==> config.mk <==
export PLATFORM = sky130hd
export DESIGN_NAME = fpu_pack_stage
export DESIGN_NICKNAME = d
export VERILOG_FILES = /design/src/rtl/fpu_pack_stage.sv
export SDC_FILE = /design/constraint.sdc
export NUM_CORES = 1
export LEC_CHECK = 0
export ABC_CLOCK_PERIOD_IN_PS = 4700
export CAP_MARGIN = 20
export CORE_ASPECT_RATIO = 2
export CORE_MARGIN = 10
export CORE_UTILIZATION = 55
export DETAILED_ROUTE_END_ITERATION = 7
export GPL_ROUTABILITY_DRIVEN = 0
export HOLD_SLACK_MARGIN = 0.15
export PLACE_DENSITY_LB_ADDON = 0.1
export SLEW_MARGIN = 20
export SYNTH_ARGS = -nofsm -noshare
export SYNTH_HDL_FRONTEND = slang
export SYNTH_SLANG_ARGS = --single-unit
==> constraint.sdc <==
create_clock -name clk_i -period 4.7 [get_ports clk_i]
set_clock_uncertainty 0.2 [all_clocks]
set_input_delay 0.705 -clock clk_i [delete_from_list [all_inputs] [get_ports clk_i]]
set_output_delay 0.705 -clock clk_i [all_outputs]
set_load 0.01 [all_outputs]
==> src/rtl/fpu_pack_stage.sv <==
// FPU back end: iterative normalisation, round-to-nearest-even and IEEE-754 single packing.
// One transaction in flight; valid/ready on both sides.
module fpu_pack_stage #(
    parameter int unsigned EXP_W  = 10,
    parameter int unsigned MANT_W = 28
) (
    input  logic              clk_i,
    input  logic              rst_ni,
    input  logic              in_valid_i,
    output logic              in_ready_o,
    input  logic              res_sign_i,
    input  logic [EXP_W-1:0]  res_exp_i,
    input  logic [MANT_W-1:0] res_mant_i,
    input  logic [1:0]        num_status_i,
    output logic              out_valid_o,
    input  logic              out_ready_i,
    output logic [31:0]       result_o,
    output logic              overflow_o,
    output logic              underflow_o,
    output logic              inexact_o
);

    // num_status encoding shared with the execute stage
    localparam logic [1:0] StatusZero   = 2'd0;
    localparam logic [1:0] StatusNanInf = 2'd1;

    localparam logic [EXP_W-1:0]        ExpMax = {1'b0, {(EXP_W-1){1'b1}}};
    localparam logic [EXP_W-1:0]        ExpMin = {1'b1, {(EXP_W-1){1'b0}}};
    localparam logic signed [EXP_W:0]   ExpOvf = 255;

    typedef enum logic [1:0] {StIdle, StNorm, StRound, StDone} state_e;

    state_e              state_q, state_d;
    logic                sign_q, sign_d;
    logic [EXP_W-1:0]    exp_q, exp_d;
    logic [MANT_W-1:0]   mant_q, mant_d;
    logic [31:0]         result_q, result_d;
    logic                ovf_q, ovf_d;
    logic                unf_q, unf_d;
    logic                inx_q, inx_d;

    logic                inc;
    logic [24:0]         sum;
    logic signed [EXP_W:0] exp_r;
    logic [22:0]         frac_r;

    always_comb begin
        inc    = mant_q[2] & (mant_q[1] | mant_q[0] | mant_q[3]);
        sum    = {1'b0, mant_q[26:3]} + {24'd0, inc};
        exp_r  = $signed({exp_q[EXP_W-1], exp_q}) + $signed({{EXP_W{1'b0}}, sum[24]});
        // A rounding carry leaves 1.000..., so the renormalised fraction is sum[23:1]
        frac_r = sum[24] ? sum[23:1] : sum[22:0];
    end

    always_comb begin
        state_d  = state_q;
        sign_d   = sign_q;
        exp_d    = exp_q;
        mant_d   = mant_q;
        result_d = result_q;
        ovf_d    = ovf_q;
        unf_d    = unf_q;
        inx_d    = inx_q;

        unique case (state_q)
            StIdle: begin
                if (in_valid_i) begin
                    sign_d = res_sign_i;
                    exp_d  = res_exp_i;
                    mant_d = res_mant_i;
                    ovf_d  = 1'b0;
                    unf_d  = 1'b0;
                    inx_d  = 1'b0;
                    if (num_status_i == StatusZero) begin
                        result_d = {res_sign_i, 31'b0};
                        state_d  = StDone;
                    end else if (num_status_i == StatusNanInf) begin
                        result_d = (res_mant_i[25:3] == 23'd0) ? {res_sign_i, 8'hFF, 23'b0}
                                                               : 32'h7FC0_0000;
                        state_d  = StDone;
                    end else begin
                        state_d = StNorm;
                    end
                end
            end
            StNorm: begin
                if (mant_q[27]) begin
                    // Shifted-out bit folds into sticky
                    mant_d  = {1'b0, mant_q[27:2], mant_q[1] | mant_q[0]};
                    exp_d   = (exp_q == ExpMax) ? exp_q : exp_q + 1'b1;
                    state_d = StRound;
                end else if (mant_q[26]) begin
                    state_d = StRound;
                end else if (mant_q == '0) begin
                    result_d = {sign_q, 31'b0};
                    state_d  = StDone;
                end else begin
                    mant_d = {mant_q[MANT_W-2:0], 1'b0};
                    exp_d  = (exp_q == ExpMin) ? exp_q : exp_q - 1'b1;
                end
            end
            StRound: begin
                inx_d   = |mant_q[2:0];
                state_d = StDone;
                if (exp_r >= ExpOvf) begin
                    result_d = {sign_q, 8'hFF, 23'b0};
                    ovf_d    = 1'b1;
                    inx_d    = 1'b1;
                end else if (exp_r[EXP_W] || (exp_r == '0)) begin
                    result_d = {sign_q, 31'b0};
                    unf_d    = 1'b1;
                    inx_d    = 1'b1;
                end else begin
                    result_d = {sign_q, exp_r[7:0], frac_r};
                end
            end
            StDone: begin
                if (out_ready_i) state_d = StIdle;
            end
            default: state_d = StIdle;
        endcase
    end

    always_ff @(posedge clk_i) begin
        if (!rst_ni) begin
            state_q  <= StIdle;
            sign_q   <= 1'b0;
            exp_q    <= '0;
            mant_q   <= '0;
            result_q <= '0;
            ovf_q    <= 1'b0;
            unf_q    <= 1'b0;
            inx_q    <= 1'b0;
        end else begin
            state_q  <= state_d;
            sign_q   <= sign_d;
            exp_q    <= exp_d;
            mant_q   <= mant_d;
            result_q <= result_d;
            ovf_q    <= ovf_d;
            unf_q    <= unf_d;
            inx_q    <= inx_d;
        end
    end

    assign in_ready_o  = (state_q == StIdle);
    assign out_valid_o = (state_q == StDone);
    assign result_o    = result_q;
    assign overflow_o  = ovf_q;
    assign underflow_o = unf_q;
    assign inexact_o   = inx_q;

endmodule

==> Word-level counts from Yosys, hierarchy flattened <==
Index checks and enable logic that the tools add are counted.
{ "op_classes": {"add_sub_neg": 4, "n_mul": 0, "n_div": 0, "order_cmp": 1, "n_eq_ne": 20, "shifts": 0, "n_mux": 40, "bitwise": 3, "reduce_logical": 19} }
{ "op_table": {"columns": ["op", "n"], "rows": [
  ["32-bit 2-to-1 mux", 7],
  ["32-bit case mux with 3 select lines", 1],
  ["27-bit 2-to-1 mux", 3],
  ["31-bit 2-to-1 mux", 2],
  ["10-bit 2-to-1 mux", 6],
  ["28-bit case mux with 2 select lines", 1],
  ["28-bit zero test", 1],
  ["28-bit 2-to-1 mux", 1],
  ["24-bit by 1-bit adder with 25-bit output", 1],
  ["23-bit zero test", 1],
  ["23-bit 2-to-1 mux", 1],
  ["10-bit case mux with 2 select lines", 1],
  ["2-bit 2-to-1 mux", 7],
  ["2-bit inequality test (second input constant)", 7],
  ["3-bit inequality test (second input constant)", 4],
  ["6-bit AND reduction", 2],
  ["10-bit by 2-bit adder with 11-bit output", 1],
  ["11-bit by 9-bit >= comparator with 1-bit output (second input constant)", 1],
  ["11-bit zero test", 1],
  ["10-bit by 1-bit adder with 10-bit output (second input constant)", 1],
  ["10-bit == test (second input constant)", 1],
  ["10-bit by 9-bit == test with 1-bit output (second input constant)", 1],
  ["10-bit by 1-bit subtractor with 10-bit output (second input constant)", 1],
  ["2-bit case mux with 4 select lines", 1],
  ["other kinds (17)", 33]
]} }
{ "word_totals": {"regBits": 76, "latchBits": 0, "mem_bits_rw": 0, "mem_bits_ro": 0, "inputBits": 45, "output_inout_bits": 37, "elab_cells": 96, "n_memories": 0} }

==> Longest topological paths before layout <==
Gate-level depths: netlist of the first run.
{ "logic_depth": {"ltp_word": 10, "ltp_mapped": 16, "mapped_depth_nobuf": 12} }

==> Least setup slack after synthesis of the first run <==
OpenSTA, ideal clock, no wires.
{ "synth_timing": {"kind": "register to register", "start": "register mant_q[2]", "end": "register inx_q (netlist: inexact_o)", "setup_ns": 0.073, "arrival_ns": 3.274, "required_time_ns": 4.427, "slack_ns": 1.152, "path_stages_with_launch": 17, "path_buffers": 4, "period_less_slack_ns": 3.548, "path_cell_list": "dfxtp_1 > clkbuf_1 > and2_1 > ha_1 > nand3_1 > nor2_1 > and4b_1 > buf_2 > ha_1 > buf_2 > xor2_2 > nand3_2 > a2111oi_4 > a31oi_4 > buf_6 > and4_4 > nor3_2"} }
{ "synth_between": {"elab_chain_cells": 8, "word_cells_on_any_way": 10, "cone_classes": "add/sub: 2; order compare: 1; mux: 3; bitwise: 1; reduce/logical: 3"} }
{ "synth_rtl": {"columns": ["item", "line_no", "source"], "rows": [
  ["from (decl)", "36", "logic [MANT_W-1:0] mant_q, mant_d;"],
  ["from (signal assigned)", "138", "mant_q <= mant_d;"],
  ["parallel branches: the longest is 6 deep, another holds 24-bit by 1-bit adder with 25-bit output", null, null],
  ["1-bit 2-to-1 mux (*)", "105", "if (exp_r >= ExpOvf) begin"],
  ["1-bit case mux with 2 select lines (*)", "65", "unique case (state_q)"],
  ["to (signal assigned)", "142", "inx_q <= inx_d;"],
  ["to (decl)", "40", "logic inx_q, inx_d;"]
]} }
Mark *: on every way between the ends.
A chain may end at the register's enable or synchronous reset.

==> Final worst setup path of the first run <==
{ "layout_timing": {"start": "register mant_q[2]", "end": "register result_q[16] (netlist: result_o[16])"} }
{ "layout_between": {"elab_chain_cells": 8, "word_cells_on_any_way": 13, "cone_classes": "add/sub: 2; order compare: 1; eq/ne: 1; mux: 4; bitwise: 1; reduce/logical: 4"} }
{ "layout_rtl": {"columns": ["item", "line_no", "source"], "rows": [
  ["parallel branches: the longest is 8 deep, another holds 24-bit by 1-bit adder with 25-bit output", null, null],
  ["to (signal assigned)", "139", "result_q <= result_d;"],
  ["to (decl)", "37", "logic [31:0] result_q, result_d;"]
]} }
Several ways; the timed one is not identified.

==> results of run 1 <==
logic make-up (layout without fill, tap and decap cells):
kind of cell	Yosys count	count (layout)
buffers and inverters	82	129
muxes	14	14
xor gates and xnor gates	26	26
DFF	76	76
and+or+nand+nor	251	251
adders and majority gates	16	16
AOI/OAI and AO/OA	200	200
stage by stage:
step / util, % / hold WS [ps] / total power, uW / std cells / setup slack, ps
detailed placement: 64.2 / 268 / 3420 / 828 / 533
finish: 67.6 / 274 / 4210 / 844 / 430
global route: 67.6 / 287 / 4490 / 844 / 131
CTS: 67.6 / 276 / 4190 / 844 / 514
floorplan: - / 237 / 2800 / 665 / 1150
global placement: 64.2 / 258 / 3360 / 828 / 706
state kept, by name (all words and copies together), names as in the netlist:
signal / flops
mant_q: 28
state_q: 2
result_o: 32
exp_q: 10
inexact_o: 1
underflow_o: 1
sign_q: 1
overflow_o: 1
synthesized netlist by cell type, types with 2 or more instances:
master	number
and2_1	3
or3_1	4
nand4_1	12
nor4_1	15
nor3b_1	5
a31o_2	3
a21oi_1	42
xnor2_1	10
and3_1	26
nand4_4	2
ha_1	15
o21bai_1	3
o21ai_0	29
nor3_1	14
xor2_1	15
clkbuf_1	29
buf_2	28
o2111ai_1	2
nor2b_1	3
nand2b_1	7
nor3_2	2
buf_6	2
and4_1	6
nand3b_1	2
and4_4	2
o22ai_1	10
o21ai_1	2
dfxtp_1	76
or2_2	4
a211oi_1	29
a31oi_1	7
inv_1	17
a221oi_1	24
o41ai_2	10
nand2_1	27
o211ai_1	7
o31ai_1	3
o211a_1	2
o21a_1	7
nor2_1	57
buf_4	5
mux2i_1	14
nand3_1	47
o311ai_0	2
power groups by stage:
stage | Sequential, uW | Clock, uW | Combinational (uW)
after floorplan | 1010 | 0 | 1790
after global placement | 1170 | 0 | 2190
after detailed placement | 1190 | 0 | 2230
after CTS | 1170 | 769 | 2240
after global routing | 1210 | 799 | 2480
final | 1180 | 761 | 2270
layer usage:
metal	up-vias	share of wire (%)	GRT usage (%)
met2	219	53	40.8
met3	68	4.8	3.52
met1	2606	37	23.7
li1	2597	-	-
met5	-	0	0
met4	0	5.6	14.0
cells in the final DEF (no fill, tap or decap), types with 12 or more instances in the layout:
master	synthesis	final
clkdlybuf4s50_1	0	81
and3_1	26	26
buf_4	5	15
nand3_1	47	47
nor2_1	57	57
mux2i_1	14	14
inv_1	17	16
a211oi_1	29	29
xor2_1	15	15
ha_1	15	15
nand2_1	27	27
nor4_1	15	15
a21oi_1	42	42
a221oi_1	24	24
o21ai_0	29	29
nand4_1	12	12
dfxtp_1	76	76
nor3_1	14	14
area by class of cell:
class	count	area [sq um]	share of cell area (%)
clock buffer	10	239	3.67
clock inverter	6	86.3	1.33
tap	132	165	2.54
timing repair buffer	96	923	14.2
multi-input combinational	507	3510	53.9
inverter	17	65.1	0.999
sequential	76	1520	23.4
worst max-delay path, cell delays in order, from the launching register on:
cell and delay [ps]:
dfxtp_1 460, and2_1 190, ha_1 200, nand3_1 150, nor2_1 370, and4b_1 480, ha_1 530, nand4_1 190
nor3_1 180, a21boi_1 170, a31oi_4 400, o2111ai_2 310, o41ai_2 330
worst max path at each step:
stage,from,end,slack (ps)
3_3_place_gp,mant_q[2]$_SDFFE_PN0P_,result_o[25]$_SDFFE_PN0P_,710
5_1_grt,mant_q[2]$_SDFFE_PN0P_,result_o[15]$_SDFFE_PN0P_,130
4_1_cts,mant_q[2]$_SDFFE_PN0P_,result_o[14]$_SDFFE_PN0P_,510
3_5_place_dp,mant_q[2]$_SDFFE_PN0P_,result_o[14]$_SDFFE_PN0P_,530
6_report,mant_q[2]$_SDFFE_PN0P_,result_o[16]$_SDFFE_PN0P_,430
2_1_floorplan,mant_q[2]$_SDFFE_PN0P_,inexact_o$_SDFFE_PN0P_,1150
==> flow_summary.ini, run 1 <==
[global_routing]
overflow = 0
first_global_vias = 5363
grt.total_usage_pct = 22.6
grt_max_degree = 60
antenna_found_initial = 0
grt_pass1_wl_microns = 27100

[power]
pwr_density_cell_nw_per_um2 = 647
share_comb_of_total_power_pct = 53.8
max-vdd-ir-drop_v = 0.000409
netSwitchingPower_uw = 1970
pwr-share-clk_pct = 18.1
sw_frac_of_total_pct = 46.8
p_seq_share_pct = 28.1
p_leak_uw = 0.00236
intPower_uw = 2240

[logic_synthesis]
avgSynthCellArea_sq_um = 8.11
synth_area_leaders = dfxtp_1 (28%), nand3_1 (4.4%), a211oi_1 (4.0%)
synth_fa_ha_area_share_pct = 3.85
synth_top_family_by_area = compound AO/OA/AOI/OAI gates
synth_top_area_share_pct = 28.2
ys_types = 78
synth_compound_area_share_pct = 27.9
synthesis.area_sq_um = 5390
synthesis.nets = 726
synth_area_leader_cell = dfxtp_1
ys_ff_latch = 76
synth-async-reset-ratio_pct = 0
synthFlopType = dfxtp_1
synthCells = 665
synth_edf_count = 0
synthSimpleGateAreaFrac_pct = 26.0
yosysSeqAreaShare_pct = 28.2
yosysWarnings = 0
synth_mux_area_share_pct = 2.60
synthXorXnorAreaFrac_pct = 4.36

[outcome]
outcome = complete, no violations

[cts]
max-clock-path-buffers = 2
htree_levels = 3
tritoncts = done
hold_buffers = 0
insertion_delay_ps = 340
numCtsBuffers = 9
cts.clk_slew.worst_paths_ps = 60
post_cts_buffers = 0
clkSinkCount = 76
cts_resized = 0
root_buffer = clkbuf_16

[placement]
io_buffer_count = 81
place_area_sq_um = 6180
hpwlAfterDp_microns = 12400

[detailed_routing]
vias = 5490
first_pass_iters = 6
drc = 0
drt_wl_total_microns = 16900
antenna_left = 0
routed_via_density = 6.50
drtIter0Drc = 470
wl_per_cell_microns = 20.0

[floorplan]
rows = 51
die_y_microns = 160
start_util_pct = 55.9
core_region_area_sq_um = 9640
io_pins = 82
die-area_sq_um = 14400
dieWidth_microns = 90

[sta]
hold_viol_final = 0
drv_slew = 0
relSlewSlack_pct = 36.3
setup_tns_ps = 0
fin_crit_ps = 4270
worstMarginPinSlew_ps = 954
setup_viol = 0
rsz0062_at_grt = no
min_period_over_period_pct = 90.8
timing.fmax_ghz = 0.234

[setup_path]
r2r_start = mant_q[2]$_SDFFE_PN0P_
r2r-end = result_o[16]$_SDFFE_PN0P_
arrival_ps = 4300
reg2regPathDepth = 12
crit_fanout = 13
reg2reg_slack_ps = 430
cp-start-kind = flop
end_kind = flop
crit_required_ps = 4730
path_class = flop to flop

[min_path]
min_from = result_o[8]$_SDFFE_PN0P_
hold_depth = 2
min_to = result_o[8]$_SDFFE_PN0P_
holdCritPathClass = flop to flop

[finish]
final_nets = 768
antenna_cells = 0
fillers = 840
postLayoutCellArea_sq_um = 6510
drive_above_1_share_pct = 10.4
area_delta_synth_final_pct = 20.8

[job]
cap_violations = 0
(Power assumes the default switching activity.)
==> run 2, diff against run 1 <==
--- a/config.mk
+++ b/config.mk
@@ -7,2 +7,3 @@
 export LEC_CHECK = 0
+export ABC_AREA = 1
 export ABC_CLOCK_PERIOD_IN_PS = 4700
@@ -11,3 +12,3 @@
 export CORE_MARGIN = 10
-export CORE_UTILIZATION = 55
+export CORE_UTILIZATION = 56
 export DETAILED_ROUTE_END_ITERATION = 7
--- a/constraint.sdc
+++ b/constraint.sdc
@@ -4,2 +4,2 @@
 set_output_delay 0.705 -clock clk_i [all_outputs]
-set_load 0.01 [all_outputs]
+set_load 0.05 [all_outputs]
==> run 2 against run 1 <==
Against the previous run:
- via count up 10%
- critical path depth up 8
- largest cell class unchanged
- utilization up 1.8 points
- final cell count up 27%
- largest power group unchanged
- routed wire length up 5.1%
- fmax up 3.6%
==> flow_summary.ini, run 2 <==
[outcome]
outcome = complete, no violations

[global_routing]
grt_max_degree = 51
overflow = 0
grt-busiest-layer = met2
grt_pass1_wl_microns = 29700
grt.total_usage_pct = 24.5
first_global_vias = 6262
grt_use_met2_pct = 46.9
antenna_found_initial = 0
grt_use_met3_pct = 3.30
use_met1_pct = 22.8

[logic_synthesis]
synth-async-reset-ratio_pct = 0
synth_edf_count = 0
yosysSeqAreaShare_pct = 27.2
synthesis.area_sq_um = 5600
avgSynthCellArea_sq_um = 6.39
synthFlopType = dfxtp_1
synthTopCellsByCount = nand2_1 (215), inv_1 (91), a21oi_1 (90)
synth_top_area_share_pct = 27.2
yosysMostFrequentCell = nand2_1
synth_area_leaders = dfxtp_1 (27%), nand2_1 (14%), a21oi_1 (8.1%)
ys_types = 45
ys_ff_latch = 76
synthesis.nets = 936
synthCells = 875
synth_area_leader_cell = dfxtp_1
yosysWarnings = 0

[sta]
drv_slew = 0
setup_tns_ps = 0
rsz0062_at_grt = no
worstMarginPinSlew_ps = 708
setup_viol = 0
timing.fmax_ghz = 0.243
hold_viol_final = 0
fin_crit_ps = 4120
min_period_over_period_pct = 87.7
relSlewSlack_pct = 52.8

[power]
pwr_density_cell_nw_per_um2 = 656
max-vdd-ir-drop_v = 0.000393
p_leak_uw = 0.00286
finalPower_uw = 4440

[setup_path]
reg2regPathDepth = 20
crit_fanout = 18
arrival_ps = 4140
crit_required_ps = 4720
reg2reg_slack_ps = 580
r2r_start = mant_q[2]$_SDFFE_PN0P_
cp-start-kind = flop
r2r-end = result_o[0]$_SDFFE_PN0P_
end_kind = flop
path_class = flop to flop

[cts]
hold_buffers = 0
clkSinkCount = 76
htree_levels = 3
root_buffer = clkbuf_16
numCtsBuffers = 9
post_cts_buffers = 0
insertion_delay_ps = 340
max-clock-path-buffers = 2
cts_resized = 0
tritoncts = done
cts.clk_slew.worst_paths_ps = 60

[finish]
final_common_cell = nand2_1
fillers = 882
register_area_sq_um = 1520
area_delta_synth_final_pct = 21.0
drive_above_1_share_pct = 9.47
fin_cells = 1072
largest_reg_flops = 32
final_cell_mix = nand2_1 (215), inv_1 (91), a21oi_1 (90)
final_core_util_pct = 69.4
antenna_cells = 0
final_nets = 996
multi_input_area_sq_um = 3500

[detailed_routing]
antenna_left = 0
routed_via_density = 5.64
vias = 6048
drtIter0Drc = 298
wl_per_cell_microns = 16.5
drt_wl_total_microns = 17700
drc = 0
first_pass_iters = 5

[min_path]
min_from = result_o[8]$_SDFFE_PN0P_
min_to = result_o[8]$_SDFFE_PN0P_
hold_depth = 2
holdCritPathClass = flop to flop

[floorplan]
core_region_area_sq_um = 9760
die-area_sq_um = 14600
start_util_pct = 57.3
rows = 51
io_pins = 82
dieWidth_microns = 90.7
die_y_microns = 161

[placement]
hpwlAfterDp_microns = 13500
dpl.cell_count = 1056
io_buffer_count = 81

[job]
cap_violations = 0
run 2: cell count changes in the layout (fill, tap and decap cells not counted), moves of 9 or more:
| cell | previous run | this run |
|---|---|---|
| nand2_1 | 27 | 215 |
| inv_1 | 16 | 91 |
| a21oi_1 | 42 | 90 |
| o21ai_0 | 29 | 75 |
| a211oi_1 | 29 | 2 |
| and3_1 | 26 | 0 |
| a221oi_1 | 24 | 0 |
| nor2_1 | 57 | 79 |
| mux2i_1 | 14 | 0 |
| a21oi_2 | 1 | 13 |
| o41ai_2 | 10 | 0 |
| nand2_2 | 1 | 10 |
| o22ai_1 | 10 | 1 |
run 2: cell type report:
cell class,instances,area share [%]
Multi-Input combinational cell,660,51.7
Sequential cell,76,22.5
Timing Repair Buffer,89,12.9
Inverter,99,5.52
Clock buffer,10,3.38
Tap cell,132,2.44
Clock inverter,6,1.66
run 2: cell families after synthesis:
family / count (synthesis) / synth area share [%]
fa+ha+maj: 16 / 3.71
flops: 76 / 27.2
simple gates: 414 / 34.5
xor+xnor: 22 / 3.44
buf+inv: 139 / 10.3
compound gates: 208 / 20.8
run 2: metal layers:
metal  routed length [microns]  up-vias  share of wire [%]
met5                         0        -                  0
li1                          -     2989                  -
met4                      1150        0                6.5
met2                      9750      207                 55
met3                       621       78                3.5
met1                      6190     2774                 35
run 2: critical path: stages, from the launching register on:
cell and delay (ps):
dfxtp_1 410, nand2_1 190, inv_1 90, ha_1 160, nand2_1 110, nor2_1 250
nand3_1 170, nor4_1 280, nand4_1 130, nor3_1 270, ha_1 330, nand2_2 120
nor2_4 150, xor2_1 230, nand2_1 90, nor2_1 200, nand3_4 120, nand3_4 130
inv_4 120, a21boi_0 200, nor2_1 50
run 2: metrics by stage:
stage	hold WS [ps]	cell area, sq um	worst slack (ps)
2_1_floorplan	230	5600	1320
4_1_cts	265	6770	644
6_report	264	6770	577
5_1_grt	280	6770	93.7
3_5_place_dp	256	6430	736
3_3_place_gp	249	6430	936
run 2: worst max-delay path by stage:
| stage | start | end | slack (ps) | depth (start not counted) |
|---|---|---|---|---|
| after floorplan | mant_q[2]$_SDFFE_PN0P_ | result_o[20]$_SDFFE_PN0P_ | 1320 | 21 |
| after global placement | mant_q[2]$_SDFFE_PN0P_ | result_o[0]$_SDFFE_PN0P_ | 940 | 20 |
| after detailed placement | mant_q[2]$_SDFFE_PN0P_ | result_o[0]$_SDFFE_PN0P_ | 740 | 20 |
| after CTS | mant_q[2]$_SDFFE_PN0P_ | result_o[0]$_SDFFE_PN0P_ | 640 | 20 |
| after global routing | mant_q[2]$_SDFFE_PN0P_ | result_o[0]$_SDFFE_PN0P_ | 90 | 20 |
| final | mant_q[2]$_SDFFE_PN0P_ | result_o[0]$_SDFFE_PN0P_ | 580 | 20 |
run 2: report_power, final:
part	total [uW]	internal, uW	switching, uW
Sequential	1140	843	298
Clock	799	520	279
Combinational	2500	807	1690
Total	4440	2170	2270
